`src/rtl/vp_dispatch_pkg.sv`:
```
// Shared dispatch definitions: execution unit codes, unit-field geometry, default BRAM read latency.
// Latency: none (declarations only).
// Backpressure: none (declarations only).
`ifndef COMMON_BRAM_DELAY
`define COMMON_BRAM_DELAY 2
`endif

// MSB position of the 2-bit unit field in an instruction word of width dw
`define VP_UNIT_MSB(dw) ((dw) - 1)

package vp_dispatch_pkg;

  localparam int UNIT_FIELD_W = 2;

  typedef enum logic [UNIT_FIELD_W-1:0] {
    UNIT_ALU = 2'd0,
    UNIT_MUL = 2'd1,
    UNIT_MEM = 2'd2,
    UNIT_BAR = 2'd3
  } unit_e;

endpackage

```
`src/rtl/dispatch_buf.sv`:
```
// Circular instruction buffer with occupancy count and combinational head word.
// Latency: a word written at an edge is visible at the head in the following cycle.
// Backpressure: none internally; the writer's credit accounting guarantees it never overflows.
module dispatch_buf #(
  parameter int DWIDTH    = 64,
  parameter int BUF_DEPTH = 3,
  localparam int PW = (BUF_DEPTH > 1) ? $clog2(BUF_DEPTH) : 1,
  localparam int OW = $clog2(BUF_DEPTH + 1)
) (
  input  logic              clk,
  input  logic              rst_n,
  input  logic              clr,
  input  logic              wr_vld,
  input  logic [DWIDTH-1:0] wr_dat,
  input  logic              consume,
  output logic [OW-1:0]     occ,
  output logic [DWIDTH-1:0] head
);

  logic [DWIDTH-1:0] mem [BUF_DEPTH];
  logic [PW-1:0]     wr_ptr;
  logic [PW-1:0]     rd_ptr;

  function automatic logic [PW-1:0] ptr_inc(input logic [PW-1:0] p);
    return (p == PW'(BUF_DEPTH - 1)) ? '0 : p + PW'(1);
  endfunction

  // Pointer and occupancy tracking; a clear empties the buffer and rewinds both pointers
  always_ff @(posedge clk or negedge rst_n) begin
    if (!rst_n) begin
      wr_ptr <= '0;
      rd_ptr <= '0;
      occ    <= '0;
    end else if (clr) begin
      wr_ptr <= '0;
      rd_ptr <= '0;
      occ    <= '0;
    end else begin
      if (wr_vld)  wr_ptr <= ptr_inc(wr_ptr);
      if (consume) rd_ptr <= ptr_inc(rd_ptr);
      case ({wr_vld, consume})
        2'b10:   occ <= occ + OW'(1);
        2'b01:   occ <= occ - OW'(1);
        default: ;
      endcase
    end
  end

  // Storage array; no reset needed since occ gates every read
  always_ff @(posedge clk) begin
    if (wr_vld && !clr) mem[wr_ptr] <= wr_dat;
  end

  assign head = mem[rd_ptr];

endmodule

```
`src/rtl/iqueue_dispatch.sv`:
```
// Pops the instruction queue, absorbs its read latency in a credit-sized buffer, issues the head to ALU/MUL/MEM.
// Latency: pop to o_inst_valid is COMMON_BRAM_DELAY+1 cycles; one issue per cycle when the target unit is ready.
// Backpressure: a stalled unit holds the head; pops stop once buffered + in-flight words fill BUF_DEPTH.
// Build option IQDISP_BARRIER_EN: unit code 3 becomes a barrier waiting for all units idle (else it is dropped with o_err).
module iqueue_dispatch
  import vp_dispatch_pkg::*;
#(
  parameter int DWIDTH            = 64,
  parameter int COMMON_BRAM_DELAY = `COMMON_BRAM_DELAY,
  parameter int BUF_DEPTH         = COMMON_BRAM_DELAY + 1
) (
  input  logic              clk,
  input  logic              rst_n,
  input  logic              i_q_empty,
  output logic              o_q_pop,
  input  logic [DWIDTH-1:0] i_q_data,
  input  logic              i_flush,
  output logic [2:0]        o_inst_valid,
  output logic [DWIDTH-1:0] o_inst,
  input  logic [2:0]        i_unit_ready,
`ifdef IQDISP_BARRIER_EN
  input  logic [2:0]        i_unit_idle,
`endif
  output logic              o_err,
  output logic              o_busy
);

  localparam int L  = COMMON_BRAM_DELAY;
  localparam int OW = $clog2(BUF_DEPTH + 1);

  logic [OW-1:0]     occ;
  logic [DWIDTH-1:0] head;
  logic [L-1:0]      inflight;
  logic              ret_vld;
  logic              buf_nonempty;
  logic              consume;
  logic              drop_illegal;
  unit_e             head_unit;

  assign ret_vld      = inflight[L-1];
  assign buf_nonempty = (occ != '0);
  assign head_unit    = unit_e'(head[`VP_UNIT_MSB(DWIDTH) -: UNIT_FIELD_W]);
  assign o_inst       = buf_nonempty ? head : '0;

  dispatch_buf #(
    .DWIDTH    (DWIDTH),
    .BUF_DEPTH (BUF_DEPTH)
  ) u_buf (
    .clk     (clk),
    .rst_n   (rst_n),
    .clr     (i_flush),
    .wr_vld  (ret_vld && !i_flush),
    .wr_dat  (i_q_data),
    .consume (consume),
    .occ     (occ),
    .head    (head)
  );

  // Head decode: present normal words to their unit, retire code-3 words without issuing them
  always_comb begin
    o_inst_valid = '0;
    consume      = 1'b0;
    drop_illegal = 1'b0;
    if (buf_nonempty && !i_flush) begin
      if (head_unit == UNIT_BAR) begin
`ifdef IQDISP_BARRIER_EN
        consume = (i_unit_idle == 3'b111);
`else
        consume      = 1'b1;
        drop_illegal = 1'b1;
`endif
      end else begin
        o_inst_valid = 3'b001 << head_unit;
        consume      = |(o_inst_valid & i_unit_ready);
      end
    end
  end

  // Credit check: buffered + in-flight words, less the head leaving now, must leave a free slot; quiet while in reset
  always_comb begin
    o_q_pop = 1'b0;
    if (rst_n && !i_q_empty && !i_flush)
      o_q_pop = (int'(occ) + $countones(inflight) - int'(consume)) < BUF_DEPTH;
  end

  // Read-latency tracker: bit 0 marks a pop just issued, the top bit marks data arriving this cycle
  always_ff @(posedge clk or negedge rst_n) begin
    if (!rst_n)       inflight <= '0;
    else if (i_flush) inflight <= '0;
    else              inflight <= (inflight << 1) | L'(o_q_pop);
  end

  // Registered status: drop pulse and activity flag
  always_ff @(posedge clk or negedge rst_n) begin
    if (!rst_n) begin
      o_err  <= 1'b0;
      o_busy <= 1'b0;
    end else begin
      o_err  <= drop_illegal;
      o_busy <= buf_nonempty || (|inflight);
    end
  end

endmodule

```
`config.mk`:
```
export PLATFORM = sky130hd
export DESIGN_NAME = iqueue_dispatch
export DESIGN_NICKNAME = d
export VERILOG_FILES = /design/src/rtl/vp_dispatch_pkg.sv /design/src/rtl/dispatch_buf.sv /design/src/rtl/iqueue_dispatch.sv
export SDC_FILE = /design/constraint.sdc
export NUM_CORES = 1
export LEC_CHECK = 0
export CAP_MARGIN = 25
export CORE_UTILIZATION = 45
export DETAILED_ROUTE_END_ITERATION = 6
export GPL_TIMING_DRIVEN = 0
export MAX_ROUTING_LAYER = met4
export PLACE_DENSITY = 0.79
export SYNTH_ARGS = -nofsm -noshare
export SYNTH_HDL_FRONTEND = slang
export SYNTH_SLANG_ARGS = --single-unit
```
`constraint.sdc`:
```
create_clock -name clk -period 8.9 [get_ports clk]
set_input_delay 1.335 -clock clk [delete_from_list [all_inputs] [get_ports clk]]
set_output_delay 1.335 -clock clk [all_outputs]
set_load 0.02 [all_outputs]
```
# Yosys cells after proc, flatten, opt, wreduce, memory -nomap -nowiden
# Memory sizes are Yosys's and may differ from the RTL's.
# Index checks and enable logic that the tools add are counted.
[word_totals]
n_memories = 1
in_bits = 71
ram_bits = 192
reg_bits = 10
[classes]
mux = 19
magnitude_cmp = 1
shifts = 1
reduce_logical = 14
bitwise = 2
n_eq_ne = 5
addsub = 7
[mem_list]
columns = ["memory", "words", "word_bits", "read_ports", "rd_ports_with_merged_regs", "write_ports", "line_no", "text"]
rows = [
  ["u_buf.mem", 3, 64, 1, 0, 1, "dispatch_buf.sv:20", "logic [DWIDTH-1:0] mem [BUF_DEPTH];"],
]
[op_table]
columns = ["cell", "count"]
rows = [
  ["$mux W64", 1],
  ["$mux W2", 8],
  ["$eq A2 B2 Y1 const B", 4],
  ["$mux W1", 7],
  ["$add A2 B1 Y2 const B", 3],
  ["$mux W3", 2],
  ["$reduce_bool A2 Y1", 3],
  ["$logic_and A1 B1 Y1", 5],
  ["$lt A4 B3 Y1 const B", 1],
  ["$pmux W2 S2", 1],
  ["$sub A3 B1 Y4", 1],
  ["$add A2 B2 Y3", 1],
  ["$and A3 B3 Y3", 1],
  ["$reduce_bool A3 Y1", 1],
  ["$reduce_or A3 Y1", 1],
  ["$shl A1 B2 Y3 const A", 1],
  ["$add A1 B1 Y2", 1],
  ["$eq A2 B1 Y1 const B", 1],
  ["$logic_not A1 Y1", 2],
  ["$or A2 B1 Y2", 1],
  ["$reduce_or A2 Y1", 1],
  ["$sub A2 B1 Y2 const B", 1],
  ["$logic_or A1 B1 Y1", 1],
]

# Logic depth before layout (Yosys ltp)
# An unclocked memory read counts as a cell.
[logic_depth]
word_depth = 11
mapped_depth = 13
ltp_nobuf = 12

# Cells and area by module
# A second synthesis with hierarchy kept.
[hier_totals]
cells_unflattened = 544
hier_area_um2 = 8240.4
[by_module_without_submodules]
columns = ["module", "area_per_inst_um2", "n_inst", "cells_each"]
rows = [
  ["dispatch_buf", 7478.4, 1, 438],
  ["iqueue_dispatch", 762.0, 1, 106],
]

# Worst setup path after synthesis
# Ideal clock, no wire load.
[synth_path]
path_type = "input to register"
from = "input port i_flush"
to = "memory u_buf.mem[2][0] (enable)"
arrival_time_ns = 6.224
setup_ns = 0.578
setup_slack_ns = 2.098
required_time_ns = 8.322
n_path_buf = 0
stages = 2
path_cell_list = "nand2b_1 nor3b_1"
[synth_via]
elab_chain_cells = 5
[synth_lines]
columns = ["item", "line_no", "text"]
rows = [
  ["start: declaration", "iqueue_dispatch.sv:17", "input logic i_flush,"],
  ["$logic_not A1 Y1 *", "dispatch_buf.sv:51, iqueue_dispatch.sv:52", ""],
  ["$logic_and A1 B1 Y1", "iqueue_dispatch.sv:52", ".wr_vld (ret_vld && !i_flush),"],
  ["$logic_and A1 B1 Y1 *", "dispatch_buf.sv:51", "if (wr_vld && !clr) mem[wr_ptr] <= wr_dat;"],
  ["$mux W1 *", "dispatch_buf.sv:51", ""],
  ["$mux W1 (implied by the code) *", "dispatch_buf.sv:51", ""],
  ["end: declaration", "dispatch_buf.sv:20", ""],
]
# Mark *: on every way between the ends. The rest lies on a longest branch, timed or not.

# Worst setup path after layout
[layout_path]
from = "input port i_unit_ready[0]"
to = "output port o_q_pop"
[layout_via]
elab_chain_cells = 7
[layout_lines]
columns = ["item", "line_no", "text"]
rows = [
  ["start: declaration", "iqueue_dispatch.sv:20", "input logic [2:0] i_unit_ready,"],
  ["$and A3 B3 Y3", "iqueue_dispatch.sv:74", "consume = |(o_inst_valid & i_unit_ready);"],
  ["$reduce_or A3 Y1", "iqueue_dispatch.sv:74", ""],
  ["$mux W1", "iqueue_dispatch.sv:65", "if (head_unit == UNIT_BAR) begin"],
  ["$mux W1", "iqueue_dispatch.sv:64", "if (buf_nonempty && !i_flush) begin"],
  ["$sub A3 B1 Y4", "iqueue_dispatch.sv:83", "o_q_pop = (int'(occ) + $countones(inflight) - int'(consume)) < BUF_DEPTH;"],
  ["$lt A4 B3 Y1", "iqueue_dispatch.sv:83", ""],
  ["$mux W1", "iqueue_dispatch.sv:82", "if (rst_n && !i_q_empty && !i_flush)"],
  ["end: declaration", "iqueue_dispatch.sv:15", "output logic o_q_pop,"],
]
# No other way between the ends.

==> flow_summary_export.csv <==
group,metric,value,unit
status,status,"finished, final reports clean",
critical_path,slowest_stage,"clkdlybuf4s50_1",
floorplan,dieArea,0.0183,sq mm
critical_path,critical_path.top_delay_family,"adder cells",
synth,synth_edf_count,192,
synth,syn_inst,549,
critical_path,endpoint_kind,"output pin",
worst_hold_path,hold_path_depth,2,
run,maxCapViolations,0,
sta,relSlewSlack,0.371,
worst_hold_path,hold_start,"inflight[0]",
placed_design,dp_hpwl,11.6,mm
power_and_ir_drop,ir_drop,0.152,mV
critical_path,r2r-start,"u_buf.occ[1]",
clocking,cts_buffers,21,
critical_path,arrival,4.73,ns
routing,ant_nets,0,
routing,drc_errors,0,
sta,hold_viol,0,
critical_path,cp_max_fo,9,
clocking,root_buffer,"clkbuf_16",
synth,yosysSeqAreaShare,0.753,
floorplan,die_w,135,um
floorplan,num_io_pins,141,
global_routing,grt-ovfl-total,0,
critical_path,cp_cell_sequence,"clkdlybuf4s50_1 -> mux2i_1 -> mux2i_1 -> o21ai_2 -> nor3_1 -> ha_1 -> fa_1 -> fa_1 -> nor2_1 -> a21oi_1 -> o21ai_1 -> a21oi_1 -> clkdlybuf4s50_1",
floorplan,rows,48,
critical_path,reg2reg_setup_slack,5.50,ns
finish,syn_to_final_growth,31.8,%
critical_path,crit_buf_inv,2,
sta,tns,0,ns
floorplan,die_h,135,um
power_and_ir_drop,power_frac_clock,0.413,
global_routing,grt_max_degree,14,
synth,synth_warnings,0,
sta,slew_viol_final,0,
synth,ys.flop_type,"edfxtp_1",
synth,ys_top_cells_by_area,"edfxtp_1 72%, mux2i_1 8.5%, nor2_1 6.4%",
finish,final_core_util,0.609,
placed_design,place_inst,933,
critical_path,start_kind,"input port",
power_and_ir_drop,combPwrFrac,0.045,
clocking,cts_max_level,1,
sta,rsz0062_at_grt,"false",
sta,worstMarginPinSlew,0.939,ns
global_routing,track_usage,0.197,
power_and_ir_drop,p_sw_frac,0.195,
clocking,cts_resized,0,
power_and_ir_drop,seqPwrFrac,0.542,
worst_hold_path,whs_endpoint,"o_busy",
sta,fmax,0.165,GHz
sta,fin_hold_ws,0.529,ns
clocking,cts.clk_slew.worst_paths,0.06,ns
sta,layout_min_cycle_time,6.06,ns
power_and_ir_drop,p_sw,377,uW
clocking,tritoncts,"done",
clocking,clock_latency,0.48,ns
floorplan,initial_core_util,0.462,
critical_path,cp_slowest_stage_delay,0.62,ns
clocking,hold_buffers,0,
floorplan,core-area,0.0173,sq mm
synth,netlist_area,0.00799,sq mm
power_and_ir_drop,internal_power,1550,uW
synth,synthArstFlopShare,0.0495,
synth,synth_top_area_frac,0.721,
placed_design,gp_congestion,0.855,
routing,drt-total-wl,17.4,mm
critical_path,reg2reg_to,"inflight[0]",
power_and_ir_drop,pwr_density_cell,183,mW/mm^2
sta,fin_crit_sh,0.681,
finish,num-nets-final,808,
finish,stdcell_count,970,
finish,drive_above_1_share,0.0846,
worst_hold_path,min_path_type,"reg2reg",
critical_path,crit_required,7.57,ns
finish,final_common_cell,"edfxtp_1",
global_routing,antenna_found_initial,0,
synth,avgSynthCellArea,14.6,sq um
synth,yosysTopAreaCell,"edfxtp_1",
clocking,cts_sinks,202,
finish,num_antenna_cells,0,
clocking,clk_path_buf_depth,3,
critical_path,path_class,"in2out",
global_routing,grt_pass1_wl,26.9,mm
global_routing,first_global_vias,5128,
clocking,postCtsSetupRepairBufs,0,
power_and_ir_drop,p_leak,0.00351,uW
routing,route.detailed.wl_per_inst,18.0,um
sta,fin_skew,0.00846,ns
critical_path,r2r_cells,10,
synth,ys_types,33,
routing,dr_total_vias,5032,
routing,first_pass_iters,5,
synth,synth_nets,625,
placed_design,port_buffers,140,
routing,viasPerCell,5.19,
sta,setup_viol,0,
synth,ys_seq_elements,202,
routing,dr.first_iter.drc_count,320,
finish,final_cell_mix,"192 x edfxtp_1, 140 x clkdlybuf4s50_1, 137 x nor2_1",
[cells in the mapped netlist, drive strengths merged (2+ instances only)]
cell and instances:
buf 7, nor4 2, a21oi 69, mux2i 69
dfrtp 10, clkbuf 24, edfxtp 192, nand2 4
nor2 137, ha 3, nor3 3, nor3b 2
o21ai 7, inv 6, fa 2
[worst reg2reg max path, stage by stage (launching register included)]
cell and delay, ns:
dfrtp_1 0.45, nor2_1 0.74, clkbuf_1 0.42, nor3_1 0.12
ha_1 0.32, fa_1 0.42, fa_1 0.50, nor2_1 0.04
a21oi_1 0.10, o21ai_1 0.09, a21oi_1 0.12
[how the worst max path moves through the flow]
stage | slack [ns] | cells after the start | endpoint | startpoint
after floorplan | 2.10 | 2 | u_buf.mem[2][0] | i_flush
after global placement | -1.45 | 3 | u_buf.mem[1][25] | i_flush
after detailed placement | 2.86 | 13 | o_q_pop | i_unit_ready[0]
after CTS | 2.86 | 13 | o_q_pop | i_unit_ready[0]
after global routing | 2.64 | 13 | o_q_pop | i_unit_ready[0]
final | 2.84 | 13 | o_q_pop | i_unit_ready[0]
[area by class of cell]
cell class	instances	area (sq um)
fill	1317	6770
sequential	202	6020
multi-input combinational	310	1840
timing repair buffer	160	1630
clock buffer	27	548
tap	225	282
buffer	31	130
clock inverter	9	67.6
inverter	6	22.5
[flip-flops by register name, summed over array words and instances, names as in the netlist]
register	cells
o_busy	1
u_buf.wr_ptr	2
u_buf.occ	2
o_err	1
u_buf.rd_ptr	2
u_buf.mem	192
inflight	2
[kinds of logic (layout without fill, tap and decap cells)]
kind of cell             Yosys count  in the layout  synth area share
AND/OR/NAND/NOR                  155            155            0.0775
adder cells (fa/ha/maj)            5              5           0.00971
AO/OA/AOI/OAI                     80             80            0.0521
multiplexers                      70             70            0.0888
flip-flops                       202            202             0.753
buffers and inverters             37            233            0.0191
[layer usage]
metal  up-vias  part of all wire  GRT usage
li1       2371                 -          -
met1      2465              0.43      0.254
met2       166              0.50      0.329
met3        30             0.052     0.0273
met4         0             0.018     0.0531
met5         -                 0          -
[power groups by stage]
stage	clock network (uW)	registers (uW)	logic (uW)
5_1_grt	845	1050	92.7
3_5_place_dp	0	1070	85.6
4_1_cts	809	1050	86.3
2_1_floorplan	0	1070	28.1
6_report	797	1050	86.0
3_3_place_gp	0	1070	80.8
[metrics by stage]
| step | total power [uW] | instance area, sq um | setup WS (ns) |
|---|---|---|---|
| 2_1_floorplan | 1100 | 7990 | 2.10 |
| 3_3_place_gp | 1150 | 9670 | -1.45 |
| 3_5_place_dp | 1150 | 9900 | 2.86 |
| 4_1_cts | 1940 | 10500 | 2.86 |
| 5_1_grt | 1980 | 10500 | 2.64 |
| 6_report | 1930 | 10500 | 2.84 |
No activity file was read; power rests on OpenSTA's default activity.
